<file path="config.mk">
export PLATFORM = sky130hd
export DESIGN_NAME = irq_claim_ctrl_flat
export DESIGN_NICKNAME = d
export VERILOG_FILES = /design/src/rtl/irq_claim_ctrl_if.sv /design/src/rtl/irq_claim_ctrl.sv /design/src/flat_wrapper.sv
export SDC_FILE = /design/constraint.sdc
export NUM_CORES = 2
export LEC_CHECK = 0
export CORE_UTILIZATION = 35
export DETAILED_ROUTE_END_ITERATION = 8
export DONT_BUFFER_PORTS = 1
export PLACE_DENSITY_LB_ADDON = 0.25
export SYNTH_ARGS = -nofsm -noshare
export SYNTH_HDL_FRONTEND = slang
export SYNTH_SLANG_ARGS = --single-unit
</file>
<file path="constraint.sdc">
create_clock -name clk_i -period 200.4 [get_ports clk_i]
set_clock_uncertainty 0.2 [all_clocks]
set_input_delay 40.08 -clock clk_i [delete_from_list [all_inputs] [get_ports clk_i]]
set_output_delay 40.08 -clock clk_i [all_outputs]
set_load 0.005 [all_outputs]
</file>
<file path="src/rtl/irq_claim_ctrl_if.sv">
// Config and claim/nesting signals between the interrupt claim controller and the core.
// The controller takes the slave side; the core (or bench) takes the master side.
interface irq_claim_ctrl_if #(
    parameter int unsigned NrIrqs    = 32,
    parameter int unsigned PrioWidth = 8,
    parameter int unsigned NestDepth = 4
);
    localparam int unsigned IdxWidth   = $clog2(NrIrqs);
    localparam int unsigned DepthWidth = $clog2(NestDepth + 1);

    logic                  cfg_we;
    logic [IdxWidth-1:0]   cfg_idx;
    logic                  cfg_en;
    logic [PrioWidth-1:0]  cfg_prio;
    logic                  claim_valid;
    logic                  claim_ready;
    logic [IdxWidth-1:0]   claim_id;
    logic [PrioWidth-1:0]  claim_prio;
    logic                  done;
    logic [PrioWidth-1:0]  level;
    logic [DepthWidth-1:0] depth;

    modport master (
        output cfg_we, cfg_idx, cfg_en, cfg_prio, claim_ready, done,
        input  claim_valid, claim_id, claim_prio, level, depth
    );

    modport slave (
        input  cfg_we, cfg_idx, cfg_en, cfg_prio, claim_ready, done,
        output claim_valid, claim_id, claim_prio, level, depth
    );
endinterface

</file>
<file path="src/rtl/irq_claim_ctrl.sv">
// Interrupt claim/nesting controller: edge-latched pending lines, per-line enable/priority,
// highest-priority offer over a valid/ready claim, and a priority stack for preemption.
module irq_claim_ctrl #(
    parameter int unsigned NrIrqs    = 32,
    parameter int unsigned PrioWidth = 8,
    parameter int unsigned NestDepth = 4
) (
    input  logic              clk_i,
    input  logic              rst_ni,
    input  logic [NrIrqs-1:0] irq_i,
    irq_claim_ctrl_if.slave   bus
);
    localparam int unsigned IdxWidth   = $clog2(NrIrqs);
    localparam int unsigned DepthWidth = $clog2(NestDepth + 1);
    localparam logic [DepthWidth-1:0] MaxDepth = DepthWidth'(NestDepth);

    typedef enum logic {StIdle, StOffer} state_e;

    state_e                state_q;
    logic [NrIrqs-1:0]     irq_q;
    logic [NrIrqs-1:0]     pending_q;
    logic [NrIrqs-1:0]     pending_d;
    logic [NrIrqs-1:0]     en_q;
    logic [PrioWidth-1:0]  prio_q [NrIrqs];
    // stack_q[0] is the running level; vacated entries are zeroed so an empty stack reads 0
    logic [PrioWidth-1:0]  stack_q [NestDepth];
    logic [DepthWidth-1:0] depth_q;
    logic                  valid_q;
    logic [IdxWidth-1:0]   id_q;
    logic [PrioWidth-1:0]  offer_prio_q;

    logic [PrioWidth-1:0]  level;
    logic [PrioWidth-1:0]  best_prio;
    logic [IdxWidth-1:0]   best_idx;
    logic                  handshake;
    logic                  pop;

    assign level     = stack_q[0];
    assign handshake = valid_q & bus.claim_ready;
    assign pop       = bus.done & (depth_q != '0);

    // Ascending scan with strict compare keeps the lowest index on equal priority
    always_comb begin
        best_prio = '0;
        best_idx  = '0;
        for (int i = 0; i < NrIrqs; i++) begin
            if (pending_q[i] && en_q[i] && (prio_q[i] > level) && (prio_q[i] > best_prio)) begin
                best_prio = prio_q[i];
                best_idx  = IdxWidth'(i);
            end
        end
    end

    // A new edge on the line being claimed wins over the clear
    always_comb begin
        pending_d = pending_q;
        if (handshake) begin
            pending_d[id_q] = 1'b0;
        end
        pending_d = pending_d | (irq_i & ~irq_q);
    end

    always_ff @(posedge clk_i) begin
        if (!rst_ni) begin
            state_q      <= StIdle;
            irq_q        <= '0;
            pending_q    <= '0;
            en_q         <= '0;
            depth_q      <= '0;
            valid_q      <= 1'b0;
            id_q         <= '0;
            offer_prio_q <= '0;
            for (int i = 0; i < NrIrqs; i++) begin
                prio_q[i] <= '0;
            end
            for (int k = 0; k < NestDepth; k++) begin
                stack_q[k] <= '0;
            end
        end else begin
            irq_q     <= irq_i;
            pending_q <= pending_d;

            if (bus.cfg_we) begin
                en_q[bus.cfg_idx]   <= bus.cfg_en;
                prio_q[bus.cfg_idx] <= bus.cfg_prio;
            end

            if (handshake && pop) begin
                stack_q[0] <= offer_prio_q;
            end else if (handshake) begin
                for (int k = NestDepth - 1; k > 0; k--) begin
                    stack_q[k] <= stack_q[k-1];
                end
                stack_q[0] <= offer_prio_q;
                depth_q    <= depth_q + 1'b1;
            end else if (pop) begin
                for (int k = 0; k < NestDepth - 1; k++) begin
                    stack_q[k] <= stack_q[k+1];
                end
                stack_q[NestDepth-1] <= '0;
                depth_q              <= depth_q - 1'b1;
            end

            unique case (state_q)
                StIdle: begin
                    if ((best_prio != '0) && (depth_q < MaxDepth)) begin
                        state_q      <= StOffer;
                        valid_q      <= 1'b1;
                        id_q         <= best_idx;
                        offer_prio_q <= best_prio;
                    end
                end
                StOffer: begin
                    if (bus.claim_ready) begin
                        state_q <= StIdle;
                        valid_q <= 1'b0;
                    end
                end
            endcase
        end
    end

    assign bus.claim_valid = valid_q;
    assign bus.claim_id    = id_q;
    assign bus.claim_prio  = offer_prio_q;
    assign bus.level       = level;
    assign bus.depth       = depth_q;
endmodule
</file>
<file path="src/flat_wrapper.sv">
// flat-port wrapper written by rule: the top's interface ports become plain ports
module irq_claim_ctrl_flat 
#(
    parameter int unsigned NrIrqs    = 32,
    parameter int unsigned PrioWidth = 8,
    parameter int unsigned NestDepth = 4
)
  (clk_i, rst_ni, irq_i, bus_cfg_we, bus_cfg_idx, bus_cfg_en, bus_cfg_prio, bus_claim_ready, bus_done, bus_claim_valid, bus_claim_id, bus_claim_prio, bus_level, bus_depth);
  irq_claim_ctrl_if #(.NrIrqs(NrIrqs), .PrioWidth(PrioWidth), .NestDepth(NestDepth)) bus_i ();
  input  logic clk_i;
  input  logic rst_ni;
  input  logic [NrIrqs-1:0] irq_i;
  input wire logic [$bits(bus_i.cfg_we)-1:0] bus_cfg_we;
  input wire logic [$bits(bus_i.cfg_idx)-1:0] bus_cfg_idx;
  input wire logic [$bits(bus_i.cfg_en)-1:0] bus_cfg_en;
  input wire logic [$bits(bus_i.cfg_prio)-1:0] bus_cfg_prio;
  input wire logic [$bits(bus_i.claim_ready)-1:0] bus_claim_ready;
  input wire logic [$bits(bus_i.done)-1:0] bus_done;
  output wire logic [$bits(bus_i.claim_valid)-1:0] bus_claim_valid;
  output wire logic [$bits(bus_i.claim_id)-1:0] bus_claim_id;
  output wire logic [$bits(bus_i.claim_prio)-1:0] bus_claim_prio;
  output wire logic [$bits(bus_i.level)-1:0] bus_level;
  output wire logic [$bits(bus_i.depth)-1:0] bus_depth;
  assign bus_i.cfg_we = bus_cfg_we;
  assign bus_i.cfg_idx = bus_cfg_idx;
  assign bus_i.cfg_en = bus_cfg_en;
  assign bus_i.cfg_prio = bus_cfg_prio;
  assign bus_i.claim_ready = bus_claim_ready;
  assign bus_i.done = bus_done;
  assign bus_claim_valid = bus_i.claim_valid;
  assign bus_claim_id = bus_i.claim_id;
  assign bus_claim_prio = bus_i.claim_prio;
  assign bus_level = bus_i.level;
  assign bus_depth = bus_i.depth;
  irq_claim_ctrl #(.NrIrqs(NrIrqs), .PrioWidth(PrioWidth), .NestDepth(NestDepth)) u_core (.clk_i(clk_i), .rst_ni(rst_ni), .irq_i(irq_i), .bus(bus_i));
endmodule
</file>
# Word-level counts from Yosys, hierarchy flattened
# Memories as Yosys holds them, arrays and structs flattened.
# Cells that the tools add are included.
word_totals:
  ff_bits: 114
  latchBits: 0
  mem_bits_rw: 288
  mem_bits_ro: 0
  output_inout_bits: 25
  wordCells: 313
  memories: 2
mem_list:
  columns: ["name", "depth", "word_bits", "read_ports", "rd_ports_with_merged_regs", "wr", "line", "source"]
  rows:
  - ["u_core.prio_q", 32, 8, 32, 0, 32, "irq_claim_ctrl.sv:24", "logic [PrioWidth-1:0] prio_q [NrIrqs];"]
  - ["u_core.stack_q", 4, 8, 4, 0, 4, "irq_claim_ctrl.sv:26", "logic [PrioWidth-1:0] stack_q [NestDepth];"]
classes:
  addsub: 2
  mul: 0
  n_div: 0
  order_cmp: 69
  n_eq_ne: 2
  shifts: 0
  n_mux: 105
  bitwise_logic: 18
  reduce_logical: 107
op_table:
  columns: ["operator", "count"]
  rows:
  - ["$gt A8 B8 Y1", 63]
  - ["$mux W8", 42]
  - ["$logic_and A1 B1 Y1", 100]
  - ["$mux W5", 17]
  - ["$and A32 B32 Y32", 2]
  - ["$not A32 Y32", 2]
  - ["$bwmux W32", 1]
  - ["$mux W32", 1]
  - ["$mux W4", 8]
  - ["$or A32 B32 Y32", 1]
  - ["$mux W1", 24]
  - ["$mux W3", 6]
  - ["$lt A5 B6 Y1 const B", 2]
  - ["$demux W1 S5", 2]
  - ["$ge A5 B1 Y1 const B", 2]
  - ["$or A1 B1 Y1", 9]
  - ["$gt A8 B1 Y1 const B", 1]
  - ["$reduce_bool A8 Y1", 1]
  - ["$reduce_or A8 Y1", 1]
  - ["$reduce_and A2 Y1", 3]
  - ["$mux W2", 2]
  - ["$pmux W1 S2", 2]
  - ["$add A3 B1 Y3 const B", 1]
  - ["$lt A3 B3 Y1 const B", 1]
  - ["other kinds (7)", 9]

# Longest topological paths before layout
# An unclocked memory read counts as a cell.
depth:
  word_depth: 102
  mapped_depth: 381
  mapped_depth_nobuf: 356

# Least setup slack after synthesis
# No wires, ideal clock.
synth_timing:
  path_type: "reg2reg"
  start: "memory u_core.stack_q[0][6]"
  end: "register u_core.id_q[1], in the netlist u_core.bus.claim_id[1]"
  arrival_time_ns: 64.876
  path_slack_ns: 135.208
  stages_incl_launch_ff: 362
  period_less_slack_ns: 65.192
  path_cell_list: "edfxtp_1 > inv_1 > ha_1 > nand4_1 > o211ai_1 > a21oi_1 > nand2_1 > a21oi_1 > nand2_1 > ha_1 > nor2b_1 > o211ai_2 > a21oi_1 > o31ai_2 > nor2_1 > clkbuf_1 > o21ai_0 > inv_1 > [... 326 more ...] > nand2_1 > o21a_1 > ha_1 > nor2b_1 > o21ai_0 > nand2b_1 > a21oi_1 > nor2b_1 > o21ai_0 > nand2b_1 > a21oi_1 > nor2b_1 > o211ai_1 > mux2_2 > or4_4 > o21a_1 > buf_4 > o211a_1"
synth_rtl:
  columns: ["element", "line", "source"]
  rows:
  - ["start: declaration", "irq_claim_ctrl.sv:26", null]
  - ["end signal: assignment", "irq_claim_ctrl.sv:109", "id_q <= best_idx;"]
  - ["end: declaration", "irq_claim_ctrl.sv:29", "logic [IdxWidth-1:0] id_q;"]

==> impl_metrics.env <==
export IMPL_die_w_um=306.9
export IMPL_initial_utilization_pct=35.43
export IMPL_vias_per_cell=5.583
export IMPL_antenna_found_initial=5
export IMPL_cp_required_ns=200.72
export IMPL_maxSlewViolCount=0
export IMPL_boundaryPins=76
export IMPL_die_h_um=306.9
export IMPL_grt_setup_unrepaired="no"
export IMPL_grt_pass1_wl_um=163000
export IMPL_status="finished, final reports clean"
export IMPL_slew_limit_headroom_pct=15.79
export IMPL_r2r_cells=336
export IMPL_max_cap_violations=0
export IMPL_max_freq_mhz=13.31
export IMPL_leakage_nw=13.90
export IMPL_cpPeakStageDelay_ns=0.94
export IMPL_cts_clk_slew_worst_paths_ns=0.06
export IMPL_fin_area_um2=35570
export IMPL_cts_root_buf="clkbuf_16"
export IMPL_ant_nets=0
export IMPL_cts_num_sinks=402
export IMPL_cts_tree="built"
export IMPL_tns_ns=0
export IMPL_drive_above_1_share_pct=6.873
export IMPL_cp_data_arrival_time_ns=75.47
export IMPL_yosysSeqAreaShare_pct=33.36
export IMPL_htreeDepth=2
export IMPL_core_area_um2=91800
export IMPL_setup_viol=0
export IMPL_ys_top_cells_by_area="edfxtp_1, ha_1, dfxtp_1, and2_1, o21ai_0"
export IMPL_layout_nets=4068
export IMPL_cp_start_kind="flop"
export IMPL_synth_edf_count=280
export IMPL_syn_nets=4079
export IMPL_holdBufCountCts=0
export IMPL_critical_path_class="flop to flop"
export IMPL_first_global_vias=25320
export IMPL_synth_top_area_cell="edfxtp_1"
export IMPL_cts_resized=0
export IMPL_p_total_w=0.0002679
export IMPL_antenna_cells=0
export IMPL_drc=0
export IMPL_ys_ff_latch=402
export IMPL_grt_start_max_net_pins=83
export IMPL_avgSynthCellArea_um2=9.166
export IMPL_cts_max_path_buffers=3
export IMPL_clock_latency_ns=0.60
export IMPL_whs_path_depth=2
export IMPL_placed_cell_area_um2=33960
export IMPL_first_pass_iters=6
export IMPL_slowest_stage="a22oi_1"
export IMPL_synthCells=3549
export IMPL_ir_drop_v=0.000005566
export IMPL_hpwl_um=78060
export IMPL_area_growth_pct=9.343
export IMPL_path_max_fanout=26
export IMPL_yosysUniqueCellTypes=107
export IMPL_drtIter0Drc=2225
export IMPL_num_vias=26920
export IMPL_grt_ovfl_total=0
export IMPL_worstMarginPinSlew_ns=1.250
export IMPL_synth_top_area_share_pct=25.85
export IMPL_hp_class="flop to flop"
export IMPL_syn_cell_area_um2=32530
export IMPL_yosysWarnings=0
export IMPL_cts_buffers_inserted=49
export IMPL_finalCriticalPeriod_ns=75.15
export IMPL_fill_cells=9159
export IMPL_cp_end_kind="flop"
export IMPL_p_per_area_nw_per_um2=7.532
export IMPL_routabilityCongestion=0.9420
export IMPL_rows=111
export IMPL_whs_ns=0.2643
export IMPL_dieArea_um2=94160
export IMPL_wl_um=109400
export IMPL_period_share_pct=37.50
export IMPL_io_buffers=0
export IMPL_async_flop_share_pct=0
export IMPL_track_usage_pct=22.89
export IMPL_finalHoldViolCount=0
export IMPL_path_common_cell="a21oi_1"
export IMPL_ys_dominant_reg_cell="edfxtp_1"
export IMPL_cts_setup_buffers=0
export IMPL_wl_per_cell_um=22.69
## cell usage in the layout (no fill, tap or decap), drive strengths merged, types with 25 or more instances in the layout
cell type  instances
ha               478
and2             309
edfxtp           280
o21ai            272
inv              246
a21oi            233
nor2             225
nand2            193
dfxtp            122
a21o             100
nand2b            92
nand3             89
nand4             87
o21a              85
nor2b             75
clkbuf            67
mux2i             63
mux2              49
buf               39
nor3b             32
a211oi            32
o211ai            30
or2               28
nor3              25
## cell usage after synthesis, types with 12 or more instances
cell type  count
or3_1         17
o31ai_1       22
and2_1       309
nor3_1        25
mux2_2        45
a211oi_1      23
edfxtp_1     280
inv_1        246
o21a_1        85
a21oi_1      231
nand3_1       89
nor2_1       224
nor3b_1       32
a31oi_1       21
o211ai_1      26
nand2_1      193
ha_1         478
dfxtp_1      122
and3_1        23
nand2b_1      92
and4_1        18
nand4_1       86
clkbuf_1      82
o22ai_1       12
a21o_1        99
or2_2         24
nor2b_1       75
o21ai_0      259
mux2i_1       61
o2111ai_1     16
## sequential cells by signal, summed over array words and instances (netlist names)
| register | flops |
|---|---|
| u_core.bus.claim_id | 5 |
| u_core.bus.claim_prio | 8 |
| u_core.bus.claim_valid | 1 |
| u_core.bus.depth | 3 |
| u_core.en_q | 32 |
| u_core.irq_q | 32 |
| u_core.pending_q | 32 |
| u_core.prio_q | 256 |
| u_core.stack_q | 32 |
| u_core.state_q | 1 |
## path summary, 6_finish.rpt
| kind | from | endpoint | slack [ns] |
|---|---|---|---|
| setup / recovery | u_core.stack_q[0][5] | u_core.bus.claim_prio[4] | 125.25 |
| hold / removal | u_core.en_q[5] | u_core.en_q[5] | 0.26 |
| setup reg to reg | u_core.stack_q[0][5] | u_core.bus.claim_prio[4] | 125.25 |
| hold reg to reg | u_core.en_q[5] | u_core.en_q[5] | 0.26 |
## power by group
part           switching (W)  internal (W)  total (W)
registers         0.00000704     0.0000954   0.000102
logic              0.0000475     0.0000294  0.0000769
clock network      0.0000371     0.0000515  0.0000886
total              0.0000916      0.000176   0.000268
## worst max-delay path: cells and delay by family (launching register included)
kind	cells	cell delay, ns
compound gates	179	38.71
fa+ha+maj	32	9.27
buf+inv	24	2.93
flops	1	0.47
mux	15	6.43
simple gates	86	17.02
## logic make-up (layout without fill, tap and decap cells)
| group | after synthesis | count (layout) | share of synthesized area, % |
|---|---|---|---|
| buffers and inverters | 347 | 377 | 4.127 |
| AND/OR/NAND/NOR | 1245 | 1245 | 20.81 |
| AO/OA/AOI/OAI | 958 | 958 | 19.40 |
| multiplexers | 112 | 112 | 3.693 |
| flip-flops | 402 | 402 | 33.36 |
| XOR/XNOR | 6 | 6 | 0.1615 |
| adder cells (fa/ha/maj) | 479 | 479 | 18.45 |
## through the flow
stage,worst slack (ns),utilization [%],instances
final,125.25,38.74,4822
after global routing,118.49,38.74,4822
after CTS,126.24,38.74,4822
after detailed placement,126.48,36.99,4730
after global placement,127.98,36.99,4730
after floorplan,135.21,-,3549
## metal layers
| metal | GRT usage [%] | share of wire, % | vias to the layer above |
|---|---|---|---|
| met4 | 6.512 | 2.9 | 0 |
| met3 | 2.826 | 5.7 | 156 |
| met5 | 0 | 0 | - |
| li1 | - | - | 13070 |
| met2 | 36.96 | 45 | 798 |
| met1 | 31.94 | 46 | 12900 |
## cell type report
type                    count  area [µm²]  area share [%]
clock buffers              67        1480           4.162
clock inverters            25       128.9          0.3623
inverters                 246       924.6           2.600
multi-input cells        2800       20340           57.17
flip-flops and latches    402       10850           30.51
well taps                1243        1555           4.373
repair buffers             39       292.8          0.8232
(Power assumes the default switching activity.)
